### src/rtl/dcache_mshr_controller.sv
// Non-blocking data-cache controller between the LSQ and the memory bus.
// Hits are answered in the same cycle. Misses take an MSHR entry keyed by the
// memory transaction tag. A dirty victim is written back before its refill
// request is sent.
//
// state    | meaning
// ---------+----------------------------------------------------------
// S_IDLE   | serve hits, issue refill LOADs for clean-victim misses
// S_WB     | write the dirty victim back (bus STORE), then clean the line
// S_REFILL | victim is clean; issue the refill LOAD until it is accepted
module dcache_mshr_controller #(
    parameter int ADDR_W     = 64,
    parameter int BLOCK_W    = 64,
    parameter int INDEX_W    = 5,
    parameter int MSHR_DEPTH = 4,
    parameter int MTAG_W     = 4
) (
    input  logic                        clock,
    input  logic                        reset,
    input  logic [1:0]                  proc_cmd,
    input  logic [ADDR_W-1:0]           proc_addr,
    input  logic [BLOCK_W-1:0]          proc_wdata,
    input  logic                        cm_hit,
    input  logic [BLOCK_W-1:0]          cm_rdata,
    input  logic                        cm_victim_dirty,
    input  logic [ADDR_W-INDEX_W-4:0]   cm_victim_tag,
    output logic [1:0]                  mem_cmd,
    output logic [ADDR_W-1:0]           mem_addr,
    output logic [BLOCK_W-1:0]          mem_wdata,
    input  logic [MTAG_W-1:0]           mem_response,
    input  logic [MTAG_W-1:0]           mem_tag,
    input  logic [BLOCK_W-1:0]          mem_rdata,
    output logic                        cm_wr_en,
    output logic [INDEX_W-1:0]          cm_wr_index,
    output logic [ADDR_W-INDEX_W-4:0]   cm_wr_tag,
    output logic [BLOCK_W-1:0]          cm_wr_data,
    output logic                        cm_wr_dirty,
    output logic                        resp_valid,
    output logic [BLOCK_W-1:0]          resp_data,
    output logic [ADDR_W-1:0]           resp_addr,
    output logic                        stall
);

    localparam int BLK_W = ADDR_W - 3;

    localparam logic [1:0] CMD_NONE  = 2'd0;
    localparam logic [1:0] CMD_LOAD  = 2'd1;
    localparam logic [1:0] CMD_STORE = 2'd2;

    typedef enum logic [1:0] {S_IDLE, S_WB, S_REFILL} state_t;

    state_t state_q, state_d;

    logic [MSHR_DEPTH-1:0] valid_q;
    logic [MTAG_W-1:0]     mtag_q  [MSHR_DEPTH];
    logic [BLK_W-1:0]      blk_q   [MSHR_DEPTH];
    logic                  store_q [MSHR_DEPTH];
    logic [BLOCK_W-1:0]    sdata_q [MSHR_DEPTH];

    logic                  req;
    logic [BLK_W-1:0]      req_blk;
    logic [INDEX_W-1:0]    req_index;

    logic                  fill_hit;
    logic [MSHR_DEPTH-1:0] fill_oh;
    logic                  fill_store;
    logic [BLOCK_W-1:0]    fill_sdata;
    logic [BLK_W-1:0]      fill_blk;

    logic                  free_found;
    logic [MSHR_DEPTH-1:0] free_oh;
    logic                  pend_match;
    logic                  alloc;

    // Byte offset within the 8-byte block never reaches the bus or the MSHRs.
    logic unused_addr_lsb;
    assign unused_addr_lsb = ^proc_addr[2:0];

    assign req       = (proc_cmd == CMD_LOAD) || (proc_cmd == CMD_STORE);
    assign req_blk   = proc_addr[ADDR_W-1:3];
    assign req_index = proc_addr[INDEX_W+2:3];

    // MSHR lookups: completing entry, lowest free entry, pending same-block miss.
    always_comb begin
        fill_hit   = 1'b0;
        fill_oh    = '0;
        fill_store = 1'b0;
        fill_sdata = '0;
        fill_blk   = '0;
        free_found = 1'b0;
        free_oh    = '0;
        pend_match = 1'b0;
        for (int i = 0; i < MSHR_DEPTH; i++) begin
            if (!fill_hit && valid_q[i] && (mem_tag != '0) && (mtag_q[i] == mem_tag)) begin
                fill_hit   = 1'b1;
                fill_oh[i] = 1'b1;
                fill_store = store_q[i];
                fill_sdata = sdata_q[i];
                fill_blk   = blk_q[i];
            end
            if (!free_found && !valid_q[i]) begin
                free_found = 1'b1;
                free_oh[i] = 1'b1;
            end
            if (valid_q[i] && (blk_q[i] == req_blk)) begin
                pend_match = 1'b1;
            end
        end
    end

    // Output decode and next state; a fill owns the write port and blocks everything else.
    always_comb begin
        state_d     = state_q;
        alloc       = 1'b0;
        mem_cmd     = CMD_NONE;
        mem_addr    = '0;
        mem_wdata   = '0;
        cm_wr_en    = 1'b0;
        cm_wr_index = '0;
        cm_wr_tag   = '0;
        cm_wr_data  = '0;
        cm_wr_dirty = 1'b0;
        resp_valid  = 1'b0;
        resp_data   = '0;
        resp_addr   = '0;
        stall       = 1'b0;
        if (!reset) begin
            if (fill_hit) begin
                cm_wr_en    = 1'b1;
                cm_wr_index = fill_blk[INDEX_W-1:0];
                cm_wr_tag   = fill_blk[BLK_W-1:INDEX_W];
                cm_wr_data  = fill_store ? fill_sdata : mem_rdata;
                cm_wr_dirty = fill_store;
                if (!fill_store) begin
                    resp_valid = 1'b1;
                    resp_data  = mem_rdata;
                    resp_addr  = {fill_blk, 3'b000};
                end
                stall = req;
            end else begin
                case (state_q)
                    S_IDLE: begin
                        if (req) begin
                            if (cm_hit) begin
                                if (proc_cmd == CMD_LOAD) begin
                                    resp_valid = 1'b1;
                                    resp_data  = cm_rdata;
                                    resp_addr  = {req_blk, 3'b000};
                                end else begin
                                    cm_wr_en    = 1'b1;
                                    cm_wr_index = req_index;
                                    cm_wr_tag   = req_blk[BLK_W-1:INDEX_W];
                                    cm_wr_data  = proc_wdata;
                                    cm_wr_dirty = 1'b1;
                                end
                            end else if (pend_match || !free_found) begin
                                stall = 1'b1;
                            end else if (cm_victim_dirty) begin
                                stall   = 1'b1;
                                state_d = S_WB;
                            end else begin
                                mem_cmd  = CMD_LOAD;
                                mem_addr = {req_blk, 3'b000};
                                if (mem_response != '0) begin
                                    alloc = 1'b1;
                                end else begin
                                    stall = 1'b1;
                                end
                            end
                        end
                    end
                    S_WB: begin
                        stall     = 1'b1;
                        mem_cmd   = CMD_STORE;
                        mem_addr  = {cm_victim_tag, req_index, 3'b000};
                        mem_wdata = cm_rdata;
                        if (mem_response != '0) begin
                            cm_wr_en    = 1'b1;
                            cm_wr_index = req_index;
                            cm_wr_tag   = cm_victim_tag;
                            cm_wr_data  = cm_rdata;
                            cm_wr_dirty = 1'b0;
                            state_d     = S_REFILL;
                        end
                    end
                    S_REFILL: begin
                        stall    = 1'b1;
                        mem_cmd  = CMD_LOAD;
                        mem_addr = {req_blk, 3'b000};
                        if (mem_response != '0) begin
                            alloc   = 1'b1;
                            stall   = 1'b0;
                            state_d = S_IDLE;
                        end
                    end
                    default: state_d = S_IDLE;
                endcase
            end
        end
    end

    // FSM state and MSHR table; only valid bits need clearing on reset.
    always_ff @(posedge clock) begin
        if (reset) begin
            state_q <= S_IDLE;
            valid_q <= '0;
        end else begin
            state_q <= state_d;
            for (int i = 0; i < MSHR_DEPTH; i++) begin
                if (fill_oh[i]) begin
                    valid_q[i] <= 1'b0;
                end
                if (alloc && free_oh[i]) begin
                    valid_q[i] <= 1'b1;
                    mtag_q[i]  <= mem_response;
                    blk_q[i]   <= req_blk;
                    store_q[i] <= (proc_cmd == CMD_STORE);
                    sdata_q[i] <= proc_wdata;
                end
            end
        end
    end

endmodule

### config.mk
export PLATFORM = sky130hd
export DESIGN_NAME = dcache_mshr_controller
export DESIGN_NICKNAME = d
export VERILOG_FILES = /design/src/rtl/dcache_mshr_controller.sv
export SDC_FILE = /design/constraint.sdc
export NUM_CORES = 1
export LEC_CHECK = 0
export BUFFER_PORTS_ARGS = -buffer_cell sky130_fd_sc_hd__buf_2
export CAP_MARGIN = 20
export CORE_AREA = 2 2 281 283
export DETAILED_ROUTE_END_ITERATION = 6
export DIE_AREA = 0 0 283 285
export MAX_ROUTING_LAYER = met4
export PLACE_DENSITY = 0.62
export SYNTH_ARGS = -nofsm -noshare
export SYNTH_HDL_FRONTEND = slang
export SYNTH_SLANG_ARGS = --single-unit
### constraint.sdc
create_clock -name clock -period 33.2 [get_ports clock]
set_input_delay 4.98 -clock clock [delete_from_list [all_inputs] [get_ports clock]]
set_output_delay 4.98 -clock clock [all_outputs]
set_load 0.02 [all_outputs]
==> run summary, run 1 <==
CP endpoint kind: output port
Total negative slack: 0 ns
Tot GR Track Use: 26.6%
Post-synth top flop: edfxtp_1
Mapped Area: 27900 µm²
Clock sink count: 526
Commonest cells in the netlist: 520 x edfxtp_1, 261 x nor2_1, 219 x clkbuf_1
Reg area: 15700 µm²
Largest net degree at the start of global routing: 131
H-tree levels: 2
PortBufs: 703
Antenna viol nets, final: 0
Relative max-transition margin: 31.2%
RSZ-0062 raised after global routing: false
Area after DPL: 32100 µm²
Fraction of layout cells with a size suffix above 1: 28.0%
Met3 Use GR: 3.86%
Top-count cell post-synth: edfxtp_1
Status: finished clean
Drt drc: 0
Worst reg2reg path depth: 11
CTS buffer count: 56
Clk root buf: clkbuf_16
Slew @ Worst Pin: 1.03 ns
CP required: 28.22 ns
Die X-Extent: 283 µm
Final Slew Violations: 0
Largest cells by area after synthesis: edfxtp_1 56%, a221oi_1 6.6%, xnor2_1 5.8%
Peak supply drop: 0.0000320 V
First-pass GRT wire length: 157 mm
Crit path launch: mem_tag[1]
Post-route cell area: 33900 µm²
Busiest grt layer: met2
Area share of the largest cell type after synthesis: 55.9%
Nets@finish: 3386
Post-synthesis sequential area ratio: 56.3%
Core Box Area: 78000 µm²
Crit path time final: 14.86 ns
Hold bufs inserted after CTS: 0
Initial antenna violation count: 15
Cell area power density: 51.6 nW/µm²
Cell variety after synth: 58
Post-synthesis instance total: 2525
DP Wirelength: 74.8 mm
Global Route met2 Usage: 43.1%
Post-synth ARST share: 0%
Layout area overhead: 21.4%
Maximum clock frequency: 67.3 MHz
Multi-input logic area: 11000 µm²
Vias: 24300
Initial Utilization: 35.8%
CTS Buffer Depth: 3
Post_cts resized: 0
RR Startpoint: mtag_q[0][2]
Final hold vios: 0
Crit path max fanout: 59
Crit path arrival time: 9.88 ns
Clock latency on the worst-skew pair: 0.62 ns
Fin crit share: 44.8%
Setup Skew: 0.0423 ns
Max cap viols: 0
Origin of the worst min-delay path: state_q[0]
Fill cells: 7483
Mean Syn Cell Area: 11.1 µm²
Vias in the first global route: 22700
GP Congestion: 1.01
Register bit total from synthesis: 526
Vias/cell: 5.83
Die area: 80700 µm²
DR WL/cell: 26.2 µm
Setup WS post-layout: 18.34 ns
Routed WL: 109 mm
Die height: 285 µm
Number of synthesized flops with an enable pin: 520
Aggregate global routing overflow: 0
Hold Path Cell Cnt: 2
Initial drt markers: 2411
Critical path class: input port to output port
Row count: 103
CP startpoint kind: input port
YS warnings: 0
Post-CTS setup buffers: 0
M1 GR Usage: 33.8%
Number of setup violations in the final report: 0
DR pass1 iterations: 5
I/O Pins: 713
Hold Crit Class: flop to flop
Clk slew on worst S/H paths: 0.06 ns
Dominant cell type by area after synthesis: edfxtp_1
Lkg Pwr: 12.3 nW
CTS tree: built
Pre-CTS setup slack: 18.33 ns
==> path summary, 6_finish.rpt <==
check	to	slack, ns
max	mem_addr[31]	18.34
min	state_q[0]	0.59
max reg2reg	sdata_q[3][58]	26.70
min reg2reg	state_q[0]	0.59
==> cells in the final DEF (no fill, tap or decap), drive strengths merged, types with 6 or more instances in the layout <==
cell type and n:
a21oi 134, nand2 94, clkbuf 64, inv 23, a221oi 211, conb 6
dfxtp 6, o21ai 63, bufinv 8, xor2 53, nor4 59, diode 11
a22o 53, nor2 261, o22ai 8, buf 752, nand4 53, clkinv 25
nand3 68, xnor2 185, nor3 165, a211oi 36, a221o 32, o221ai 36
nand2b 8, o21a 57, edfxtp 520, and2 75
==> critical path, stage by stage <==
cell and delay (ns):
buf_2 0.16, nor3_2 0.21, o21ai_1 0.19, and2_4 0.37, nor3_4 0.23, buf_4 0.62
nand2_4 0.51, or4_1 0.97, inv_2 0.49, buf_4 0.57, a22o_1 0.31, buf_2 0.19
==> per-layer routing <==
| metal | up-vias | routed length (µm) | part of all wire, % |
|---|---|---|---|
| li1 | 10800 | - | - |
| met1 | 12100 | 43500 | 40 |
| met2 | 1206 | 52900 | 48 |
| met5 | - | 0 | 0 |
| met3 | 172 | 8290 | 7.6 |
| met4 | 0 | 4430 | 4.1 |
==> metrics by stage <==
| stage | hold slack (ns) | power (mW) | utilization, % | instances |
|---|---|---|---|---|
| after floorplan | 0.485 | 0.994 | - | 2530 |
| after global placement | 0.565 | 1.13 | 41.1 | 4050 |
| after detailed placement | 0.572 | 1.13 | 41.1 | 4050 |
| after CTS | 0.580 | 1.76 | 43.5 | 4150 |
| after global routing | 0.626 | 1.81 | 43.5 | 4158 |
| final | 0.586 | 1.75 | 43.5 | 4161 |
==> state kept, by name, summed over array words and instances (netlist names) <==
name / cells
state_q: 2
sdata_q: 256
blk_q: 244
valid_q: 4
mtag_q: 16
store_q: 4
==> where the power goes <==
group          switching, mW  internal [mW]  leakage [nW]
clock                  0.260          0.374         0.900
combinational          0.241          0.123          6.68
sequential           0.00705          0.746          4.73
==> cell families (layout without fill, tap and decap cells) <==
logic type               count (synthesis)  count (layout)  share of synthesized area, %
other                                    1              17                        0.0134
multiplexers                             1               1                        0.0358
AO/OA/AOI/OAI                          649             649                          17.4
flip-flops                             526             526                          56.3
buffers and inverters                  303             873                          4.65
adder cells (fa/ha/maj)                  2               2                        0.0895
XOR/XNOR                               238             238                          7.46
AND/OR/NAND/NOR                        805             805                          14.1
==> final cells by class <==
class / count / share of cell area, %
Timing Repair Buffer: 752 / 11.5
Inverter: 21 / 0.232
Clock inverter: 36 / 1.12
Clock buffer: 64 / 4.28
Antenna cell: 11 / 0.0811
Sequential cell: 526 / 46.4
Multi-Input combinational cell: 1701 / 32.6
Tap cell: 1050 / 3.87
Note: power is estimated with default switching activity, not from simulation.
==> run 2: changes to the inputs <==
- CORE_AREA: 2 2 281 283 -> 2 2 275 277
- DIE_AREA: 0 0 283 285 -> 0 0 277 279
- PLACE_DENSITY: 0.62 -> 0.64
- clock period: 33.2 -> 15 ns (I/O delays scaled with it)
==> run 2 against run 1 <==
Against the previous run: sequential power is 120% higher; count of clock-buffer cells in the layout stayed put; critical endpoint is now cm_wr_data[19]; largest cell class unchanged; combinational power is 120% higher; clock power is 110% higher; worst hold slack better by 0.0031 ns; utilization is 2.0 points higher.
==> run summary, run 2 (synthesized netlist as in run 1, its figures left out) <==
Status: finished clean
Vias: 24200
Drt drc: 0
Top flop regs: sdata_q x256, blk_q x244, mtag_q x16
Pre-CTS setup slack: 6.40 ns
Post_cts resized: 0
R2R Setup Slk: 10.06 ns
Clk root buf: clkbuf_16
Slew @ Worst Pin: 1.13 ns
Fill cells: 6869
DR WL/cell: 26.2 µm
Post-CTS setup buffers: 0
Clock sink count: 526
Fraction of layout cells with a size suffix above 1: 27.7%
Core Box Area: 74100 µm²
Most frequent cells in the layout: 702 x buf_2, 520 x edfxtp_1, 259 x nor2_1, 211 x a221oi_1, 185 x xnor2_1
Cell area power density: 113 nW/µm²
CTS Buffer Depth: 3
CP required: 12.75 ns
H-tree levels: 2
Vias in the first global route: 22700
GP Congestion: 0.991
PortBufs: 703
I/O Pins: 713
CTS buffer count: 56
Critical path class: input port to output port
Setup Skew: 0.0309 ns
Crit path max fanout: 47
Clk slew on worst S/H paths: 0.06 ns
Setup WS post-layout: 6.44 ns
Routed WL: 106 mm
Met3 wire length: 8.64 mm
Initial drt markers: 2662
Tot GR Track Use: 27.1%
DP Wirelength: 72.8 mm
Lkg Pwr: 12.2 nW
Die height: 279 µm
Relative max-transition margin: 24.4%
Max cap viols: 0
Commonest non-fill, non-tap cell in the layout: buf_2
Multi-input logic area: 11100 µm²
First-pass GRT wire length: 153 mm
Total negative slack: 0 ns
Crit path time final: 8.56 ns
CTS tree: built
CP endpoint kind: output port
Hold Crit Class: flop to flop
RSZ-0062 raised after global routing: false
Antenna viol nets, final: 0
Aggregate global routing overflow: 0
Crit path arrival time: 6.31 ns
Layout area overhead: 20.6%
Clock latency on the worst-skew pair: 0.62 ns
Met1 wire length: 41.4 mm
CP startpoint kind: input port
Final hold vios: 0
Reg area: 15700 µm²
Largest net degree at the start of global routing: 131
Die X-Extent: 277 µm
Number of setup violations in the final report: 0
Layout Utilization: 45.5%
Peak supply drop: 0.0000779 V
Maximum clock frequency: 117 MHz
Vias/cell: 5.94
Hold bufs inserted after CTS: 0
Final Slew Violations: 0
Highest Signal Layer: met4
Die area: 77300 µm²
Reg with most FFs: sdata_q
Initial antenna violation count: 17
Met2 WL post-DR: 51.7 mm
DR pass1 iterations: 5
Max FFs per register: 256
Initial Utilization: 37.7%
Row count: 100
Nets@finish: 3381
Fin crit share: 57.0%
-- run 2: metal layers --
| layer | track usage (%) | vias up |
|---|---|---|
| met5 | - | - |
| met1 | 33.9 | 11900 |
| met4 | 11.0 | 0 |
| li1 | - | 10800 |
| met3 | 3.79 | 203 |
| met2 | 44.4 | 1346 |
-- run 2: worst max-delay path, cell delays in order --
cell       delay (ns)
buf_2            0.15
or2_2            0.30
o21a_1           0.21
a2111oi_0        0.67
o31ai_4          0.08
and2_2           0.54
nand2_2          0.59
buf_4            0.58
nor2_1           0.08
nor3_1           0.54
buf_2            0.28
-- run 2: power by group --
part | internal [mW] | switching [mW] | total [mW]
Clock | 0.761 | 0.568 | 1.33
Sequential | 1.65 | 0.0159 | 1.67
Combinational | 0.273 | 0.528 | 0.801
Total | 2.68 | 1.11 | 3.80
-- run 2: cell type report --
| class | instances | share of cell area [%] |
|---|---|---|
| diodes | 13 | 0.0965 |
| clock buffers | 64 | 4.25 |
| clock inverters | 27 | 0.802 |
| inverters | 21 | 0.234 |
| multi-input cells | 1701 | 32.8 |
| flip-flops and latches | 526 | 46.7 |
| well taps | 969 | 3.60 |
| repair buffers | 747 | 11.5 |
-- run 2: worst paths after layout --
| path | startpoint | endpoint | cells after the start |
|---|---|---|---|
| max | mem_tag[0] | cm_wr_data[19] | 11 |
| min | state_q[0] | state_q[0] | 2 |
| max reg2reg | valid_q[0] | sdata_q[3][45] | 9 |
| min reg2reg | state_q[0] | state_q[0] | 2 |
-- run 2: metrics by stage --
stage          total power [mW]  cell area [µm²]  instances  hold WS (ns)
6_report                   3.80            33700       4068         0.589
3_3_place_gp               2.49            31900       3963         0.564
4_1_cts                    3.81            33600       4054         0.587
5_1_grt                    3.92            33700       4067         0.643
3_5_place_dp               2.49            31900       3963         0.578
2_1_floorplan              2.20            28000       2530         0.485
